[config.mk]
export PLATFORM = sky130hd
export DESIGN_NAME = seg7_scan_decoder
export DESIGN_NICKNAME = d
export VERILOG_FILES = /design/src/rtl/seg7_scan_decoder.sv
export SDC_FILE = /design/constraint.sdc
export NUM_CORES = 1
export LEC_CHECK = 0
export CAP_MARGIN = 20
export CORE_ASPECT_RATIO = 1.5
export CORE_MARGIN = 2
export CORE_UTILIZATION = 49
export DETAILED_ROUTE_END_ITERATION = 7
export PLACE_DENSITY = 0.75
export SKIP_CTS_REPAIR_TIMING = 1
export SLEW_MARGIN = 20
export SYNTH_ARGS = -nofsm -noshare
export SYNTH_HDL_FRONTEND = slang
export SYNTH_SLANG_ARGS = --single-unit
[constraint.sdc]
create_clock -name clk -period 2.3 [get_ports clk]
set_input_delay 0.46 -clock clk [delete_from_list [all_inputs] [get_ports clk]]
set_output_delay 0.46 -clock clk [all_outputs]
set_load 0.01 [all_outputs]
[src/rtl/seg7_scan_decoder.sv]
// Recovers BCD digits and whole frames from a time-multiplexed, active-low 7-segment bus.
// Latency: digit pulse STABLE_CYCLES+1 edges after the bus settles; frame pulse one cycle after its last digit.
// No backpressure: the bus is observed passively and every output pulse must be taken when it appears.
module seg7_scan_decoder #(
  parameter  int NUM_DIGITS    = 6,
  parameter  int STABLE_CYCLES = 4,
  parameter  int CNT_W         = 8,
  localparam int IDX_W         = (NUM_DIGITS > 1) ? $clog2(NUM_DIGITS) : 1
) (
  input  logic                    clk,
  input  logic                    reset,
  input  logic [6:0]              seg_in,
  input  logic [NUM_DIGITS-1:0]   dig_sel,
  output logic [3:0]              digit_out,
  output logic [IDX_W-1:0]        digit_idx,
  output logic                    digit_valid,
  output logic                    digit_err,
  output logic [4*NUM_DIGITS-1:0] frame_bcd,
  output logic                    frame_valid,
  output logic                    frame_err
);

  typedef struct packed {
    logic [6:0]            seg;
    logic [NUM_DIGITS-1:0] sel;
  } sample_t;

  typedef enum logic [1:0] {IDLE, SETTLE, HOLD} state_t;

  localparam logic [CNT_W-1:0] CNT_MAX  = CNT_W'(STABLE_CYCLES);
  localparam logic [CNT_W-1:0] CNT_LAST = CNT_W'(STABLE_CYCLES - 1);

  // Returns {err, bcd}; unknown patterns decode to F with err set.
  function automatic logic [4:0] decode_seg(input logic [6:0] seg);
    case (seg)
      7'h40:   return 5'h00;
      7'h79:   return 5'h01;
      7'h24:   return 5'h02;
      7'h30:   return 5'h03;
      7'h19:   return 5'h04;
      7'h12:   return 5'h05;
      7'h02:   return 5'h06;
      7'h78:   return 5'h07;
      7'h00:   return 5'h08;
      7'h10:   return 5'h09;
      default: return 5'h1F;
    endcase
  endfunction

  function automatic logic [IDX_W-1:0] onehot_index(input logic [NUM_DIGITS-1:0] sel);
    logic [IDX_W-1:0] idx;
    idx = '0;
    for (int i = 0; i < NUM_DIGITS; i++) begin
      if (sel[i]) idx = idx | IDX_W'(i);
    end
    return idx;
  endfunction

  sample_t                 smp;
  sample_t                 smp_prev;
  state_t                  state;
  logic [CNT_W-1:0]        cnt;
  logic [NUM_DIGITS-1:0]   mask;
  logic [NUM_DIGITS-1:0]   mask_next;
  logic                    sticky_err;
  logic                    sticky_next;
  logic [4*NUM_DIGITS-1:0] shadow;

  logic                    sel_onehot;
  logic                    changed;
  logic                    capture;
  logic                    frame_done;
  logic [3:0]              dec_val;
  logic                    dec_err;
  logic [IDX_W-1:0]        cap_idx;

  assign sel_onehot = (|smp.sel) && ((smp.sel & (smp.sel - NUM_DIGITS'(1))) == '0);
  assign changed    = (smp != smp_prev);
  assign capture    = (state == SETTLE) && sel_onehot && !changed && (cnt == CNT_LAST);
  assign {dec_err, dec_val} = decode_seg(smp.seg);
  assign cap_idx    = onehot_index(smp.sel);

  // A capture landing on the frame-completion edge seeds the next frame.
  assign frame_done  = &mask;
  assign mask_next   = (frame_done ? '0 : mask) | (capture ? smp.sel : '0);
  assign sticky_next = (sticky_err & !frame_done) | (capture & dec_err);

  always_ff @(posedge clk) begin
    if (reset) begin
      smp         <= '0;
      smp_prev    <= '0;
      state       <= IDLE;
      cnt         <= '0;
      digit_out   <= '0;
      digit_idx   <= '0;
      digit_valid <= 1'b0;
      digit_err   <= 1'b0;
    end else begin
      smp         <= '{seg: seg_in, sel: dig_sel};
      smp_prev    <= smp;
      digit_valid <= 1'b0;
      unique case (state)
        IDLE: begin
          cnt <= '0;
          if (sel_onehot) state <= SETTLE;
        end
        SETTLE: begin
          if (!sel_onehot) begin
            state <= IDLE;
            cnt   <= '0;
          end else if (changed) begin
            cnt <= '0;
          end else begin
            if (cnt < CNT_MAX) cnt <= cnt + CNT_W'(1);
            if (capture) begin
              state       <= HOLD;
              digit_valid <= 1'b1;
              digit_out   <= dec_val;
              digit_idx   <= cap_idx;
              digit_err   <= dec_err;
            end
          end
        end
        HOLD: begin
          if (!sel_onehot) begin
            state <= IDLE;
            cnt   <= '0;
          end else if (changed) begin
            state <= SETTLE;
            cnt   <= '0;
          end
        end
        default: begin
          state <= IDLE;
          cnt   <= '0;
        end
      endcase
    end
  end

  always_ff @(posedge clk) begin
    if (reset) begin
      mask        <= '0;
      sticky_err  <= 1'b0;
      shadow      <= '0;
      frame_bcd   <= '0;
      frame_valid <= 1'b0;
      frame_err   <= 1'b0;
    end else begin
      frame_valid <= 1'b0;
      if (frame_done) begin
        frame_bcd   <= shadow;
        frame_valid <= 1'b1;
        frame_err   <= sticky_err;
      end
      for (int i = 0; i < NUM_DIGITS; i++) begin
        if (capture && smp.sel[i]) shadow[4*i +: 4] <= dec_val;
      end
      mask       <= mask_next;
      sticky_err <= sticky_next;
    end
  end

endmodule

# [Word level (Yosys, flattened, before mapping)]
# Cells that the tools add are included.
[word_totals] ff_bits=102 input_bits=15
[classes] addsub=2 magnitude_cmp=1 n_eq_ne=18 mux=23 bitwise=8 n_reduce_logical=21
[op_table] cell="case mux 5 bit (10 select lines)" n=1
[op_table] cell="two-way mux 8 bit" n=5
[op_table] cell="equality test 7 x 5 -> 1 bit (second input constant)" n=3
[op_table] cell="equality test 7 bit (second input constant)" n=3
[op_table] cell="two-way mux 2 bit" n=8
[op_table] cell="case mux 8 bit (2 select lines)" n=1
[op_table] cell="equality test 7 x 6 -> 1 bit (second input constant)" n=2
[op_table] cell="inequality test 13 bit" n=1
[op_table] cell="two-way mux 6 bit" n=2
[op_table] cell="logical AND 1 bit" n=10
[op_table] cell="inequality test 3 bit (second input constant)" n=3
[op_table] cell="adder 8 x 1 -> 8 bit (second input constant)" n=1
[op_table] cell="equality test 8 x 2 -> 1 bit (second input constant)" n=1
[op_table] cell="< comparator 8 x 3 -> 1 bit (second input constant)" n=1
[op_table] cell="AND reduction 4 bit" n=2
[op_table] cell="equality test 7 x 2 -> 1 bit (second input constant)" n=1
[op_table] cell="logical NOT 7 bit" n=1
[op_table] cell="AND 6 bit" n=1
[op_table] cell="logical NOT 6 bit" n=1
[op_table] cell="two-way mux 3 bit" n=2
[op_table] cell="bitwise OR 6 bit" n=1
[op_table] cell="case mux 2 bit (3 select lines)" n=1
[op_table] cell="AND reduction 6 bit" n=1
[op_table] cell="OR reduction 6 bit" n=1
[op_table] cell="13 further kinds" n=19

# [Longest topological paths before layout]
[logic_depth] ltp_word=11 ltp_mapped=8

# [Worst setup path after synthesis]
# OpenSTA, ideal clock, no wires.
[synth_path] path_kind="reg2reg" from="register cnt[3]" to="register shadow[5]" setup_time_ps=117 arrival_time_ps=2152 setup_slack_ps=30 stages_incl_launch_ff=7 path_buffers=0 path_cell_list="dfxtp_1 > or4_1 > nor3_2 > nand3_1 > nor4_4 > nand2_1 > a32o_1"
[synth_between] elab_chain_len=3
[synth_rtl] element="start, declared" line_no="62" text="logic [CNT_W-1:0] cnt;"
[synth_rtl] element="start signal, assigned" line_no="114" text="if (cnt < CNT_MAX) cnt <= cnt + CNT_W'(1);"
[synth_rtl] element="equality test 8 x 2 -> 1 bit" line_no="79" text="assign capture = (state == SETTLE) && sel_onehot && !changed && (cnt == CNT_LAST);"
[synth_rtl] element="logical AND 1 bit" line_no="79"
[synth_rtl] element="logical AND 1 bit" line_no="157" text="if (capture && smp.sel[i]) shadow[4*i +: 4] <= dec_val;"
[synth_rtl] element="end signal, assigned by index" line_no="157"
[synth_rtl] element="end, declared" line_no="67" text="logic [4*NUM_DIGITS-1:0] shadow;"
# Every way passes these cells.
# A chain may end at the register's enable or synchronous reset.

# [Worst setup path after layout]
[layout_path] from="register cnt[3]" to="register shadow[18]"
# Same word-level chain as after synthesis.

==> flow_summary.ini <==
[status]
status = completed

[place]
hpwl_um = 5880
gp_congestion = 0.8462
io_buffers = 49

[worst_setup_path]
crit_required_ns = 2.52
endpoint = shadow[18]
r2r-start = cnt[3]
worstRegToRegCells = 8
endpoint_kind = flop
worst_setup_path_start_kind = flop
worstSetupStartpoint = cnt[3]
rr_endpoint = shadow[18]
cp_max_fo = 5
critical_path_class = reg2reg
r2r_slack_ns = 0.1
cp.arrival_ns = 2.42

[pwr]
p_sw_frac = 0.2164
p_total_mw = 3.771
seqPwrFrac = 0.481
combPwrFrac = 0.058
p_per_area_mw_per_mm2 = 746.5
p_int_mw = 2.955
p_clk_frac = 0.461
vdd_ir_drop_max_uv = 463.4
power_leakage_nw = 1.932
p_switching_mw = 0.8160

[die]
io_pins = 50
rows = 40
core_mm2 = 0.007908
start_util = 0.4957
die_h_um = 113.5
die_w_um = 77.03
die_area_mm2 = 0.008746

[cells_and_area]
area_delta_synth_final_pct = 28.85
num_antenna_cells = 0
nFillCells = 690
fin_nets = 514
multi_input_area_mm2 = 0.001767
layout.area.seq_mm2 = 0.002048
drive_gt1_frac = 0.1233
utilization = 0.6388

[cts]
clock_latency_ns = 0.35
cts_sinks = 102
cts.clk_slew.worst_paths_ns = 0.07
ctsRootBufferMaster = clkbuf_16
cts_buffer_depth = 2
htreeDepth = 3
numCtsBuffers = 9
cts_tree = built

[synthesis]
syn_area_mm2 = 0.003920
synthDistinctLibCells = 44
ys_async_sr_fraction = 0
netlist_instances = 438
synthFlopType = dfxtp_1
syn_nets = 454
ys_ff_latch = 102
avgSynthCellArea_um2 = 8.950
yosysWarnings = 0
synth-edff-count = 0
synth_seq_area_share = 0.5209

[flow_run]
cap_violations = 0

[global_routing]
grt_pass1_vias = 3108
antenna_found_initial = 0
grt_max_degree = 49
grt_pass1_wl_um = 14070
overflow = 0
grt.total_usage = 0.2031

[drt]
vias = 3278
first_iter_violations = 209
viasPerCell = 5.391
totalWireLength_um = 8461
first_pass_iters = 4
route.detailed.drc = 0
wl_per_cell_um = 13.92
ant_nets = 0

[timing]
min_period_over_period = 0.9567
period_minus_slack_ns = 2.200
skew_ns = 0.005135
slew_headroom = 0.6276
finalHoldViolations = 0
setup_violations = 0
final_max_slew_viol_count = 0
max_slew.worst_pin.slew_ns = 0.5586
fmax_ghz = 0.4545
whs_ns = 0.3272

[hold_path]
hp-start = reset
hold_class = in2reg
[cell usage in the layout, fill, tap and decap left out, types with 2 or more instances in the layout]
cell,synthesis,routed
a32o_1,5,5
nor4b_1,5,5
xnor2_1,5,5
clkbuf_16,0,9
o21ai_0,13,13
nand2b_1,2,2
a2111oi_0,2,2
nor2b_1,25,25
a21oi_1,43,43
nand3_2,0,2
buf_4,1,30
nand4_1,8,8
nor3_1,6,5
and4_1,3,3
clkdlybuf4s50_1,0,48
bufinv_16,0,3
o21a_1,2,2
a211oi_1,6,5
mux2i_1,21,21
nor2_1,16,16
nor3b_1,3,3
clkinv_2,0,2
inv_1,6,6
buf_6,0,2
xor2_1,10,10
nor4_2,0,2
dfxtp_2,0,2
nand2_1,92,92
or3_1,7,6
and3_1,2,2
dfxtp_1,102,99
[worst min path at each step]
stage | end | cells past startpoint
global placement | frame_bcd[4] | 2
finish | smp[7] | 2
detailed placement | frame_bcd[4] | 2
global route | smp[7] | 2
CTS | smp[7] | 2
floorplan | cnt[6] | 2
[through the flow]
stage,worst slack (ns),cell area [µm²],TNS (ns),instances
floorplan,0.03011,3920,0,438
global placement,0.1063,4634,0,589
detailed placement,0.04320,4634,0,589
CTS,-0.003394,4980,-0.003394,605
global route,-0.007106,5051,-0.01561,608
finish,0.09968,5051,0,608
[final cells by class]
class / instances / area share
inverters: 7 / 0.005202
clock buffers: 9 / 0.04459
well taps: 105 / 0.02601
repair buffers: 81 / 0.1452
clock inverters: 7 / 0.02378
flip-flops and latches: 102 / 0.4055
multi-input cells: 297 / 0.3498
[power groups by stage]
stage | registers, mW | logic, mW | clock network (mW)
2_1_floorplan | 1.84 | 0.142 | 0
3_3_place_gp | 1.85 | 0.202 | 0
3_5_place_dp | 1.85 | 0.206 | 0
4_1_cts | 1.81 | 0.209 | 1.77
5_1_grt | 1.82 | 0.240 | 1.85
6_report | 1.81 | 0.218 | 1.74
[routing by layer]
layer,up-vias,GRT usage,routed length (µm)
li1,1617,-,-
met1,1554,0.2285,3337
met2,89,0.3544,4557
met3,18,0.04035,337
met4,0,0.1214,229
met5,-,0,0
[cells by family after synthesis]
family	after synthesis	synth area share
compound gates	80	0.1229
xor+xnor	15	0.03351
fa+ha+maj	1	0.003191
buf+inv	39	0.03862
flops	102	0.5209
mux	21	0.05362
simple gates	180	0.2273
[state kept, by name, summed over array words and instances, names as in the netlist, 2 cells and up]
| name | flops |
|---|---|
| shadow | 24 |
| mask | 6 |
| cnt | 8 |
| digit_out | 4 |
| smp | 13 |
| frame_bcd | 24 |
| state | 2 |
| digit_idx | 3 |
| smp_prev | 13 |
[worst max-delay path, stage by stage (launching register included)]
cell and delay, ns:
dfxtp_1 0.33, or4_1 0.58, nor3_4 0.27, nand3_2 0.13
nor4_4 0.22, buf_4 0.20, nand2_1 0.07, buf_4 0.16
mux2i_1 0.11
[synthesized netlist by cell type, drive strengths merged, types with 2 or more instances]
library cell	instances	share of area
buf	4	0.0051
nor3	7	0.010
mux2i	21	0.054
a2111oi	2	0.0045
o21a	2	0.0038
or3	7	0.011
nor4	4	0.010
nor2b	25	0.040
xnor2	5	0.011
o21ai	13	0.017
a211oi	6	0.011
and4	3	0.0067
nand3	3	0.0038
nand2b	2	0.0032
nor3b	3	0.0057
nor2	16	0.015
and3	2	0.0032
dfxtp	102	0.52
a32o	5	0.013
nand4	8	0.013
nand2	92	0.088
xor2	10	0.022
inv	6	0.0057
nor4b	5	0.011
clkbuf	28	0.027
a21oi	43	0.055
Note: power is estimated with default switching activity, not from simulation.
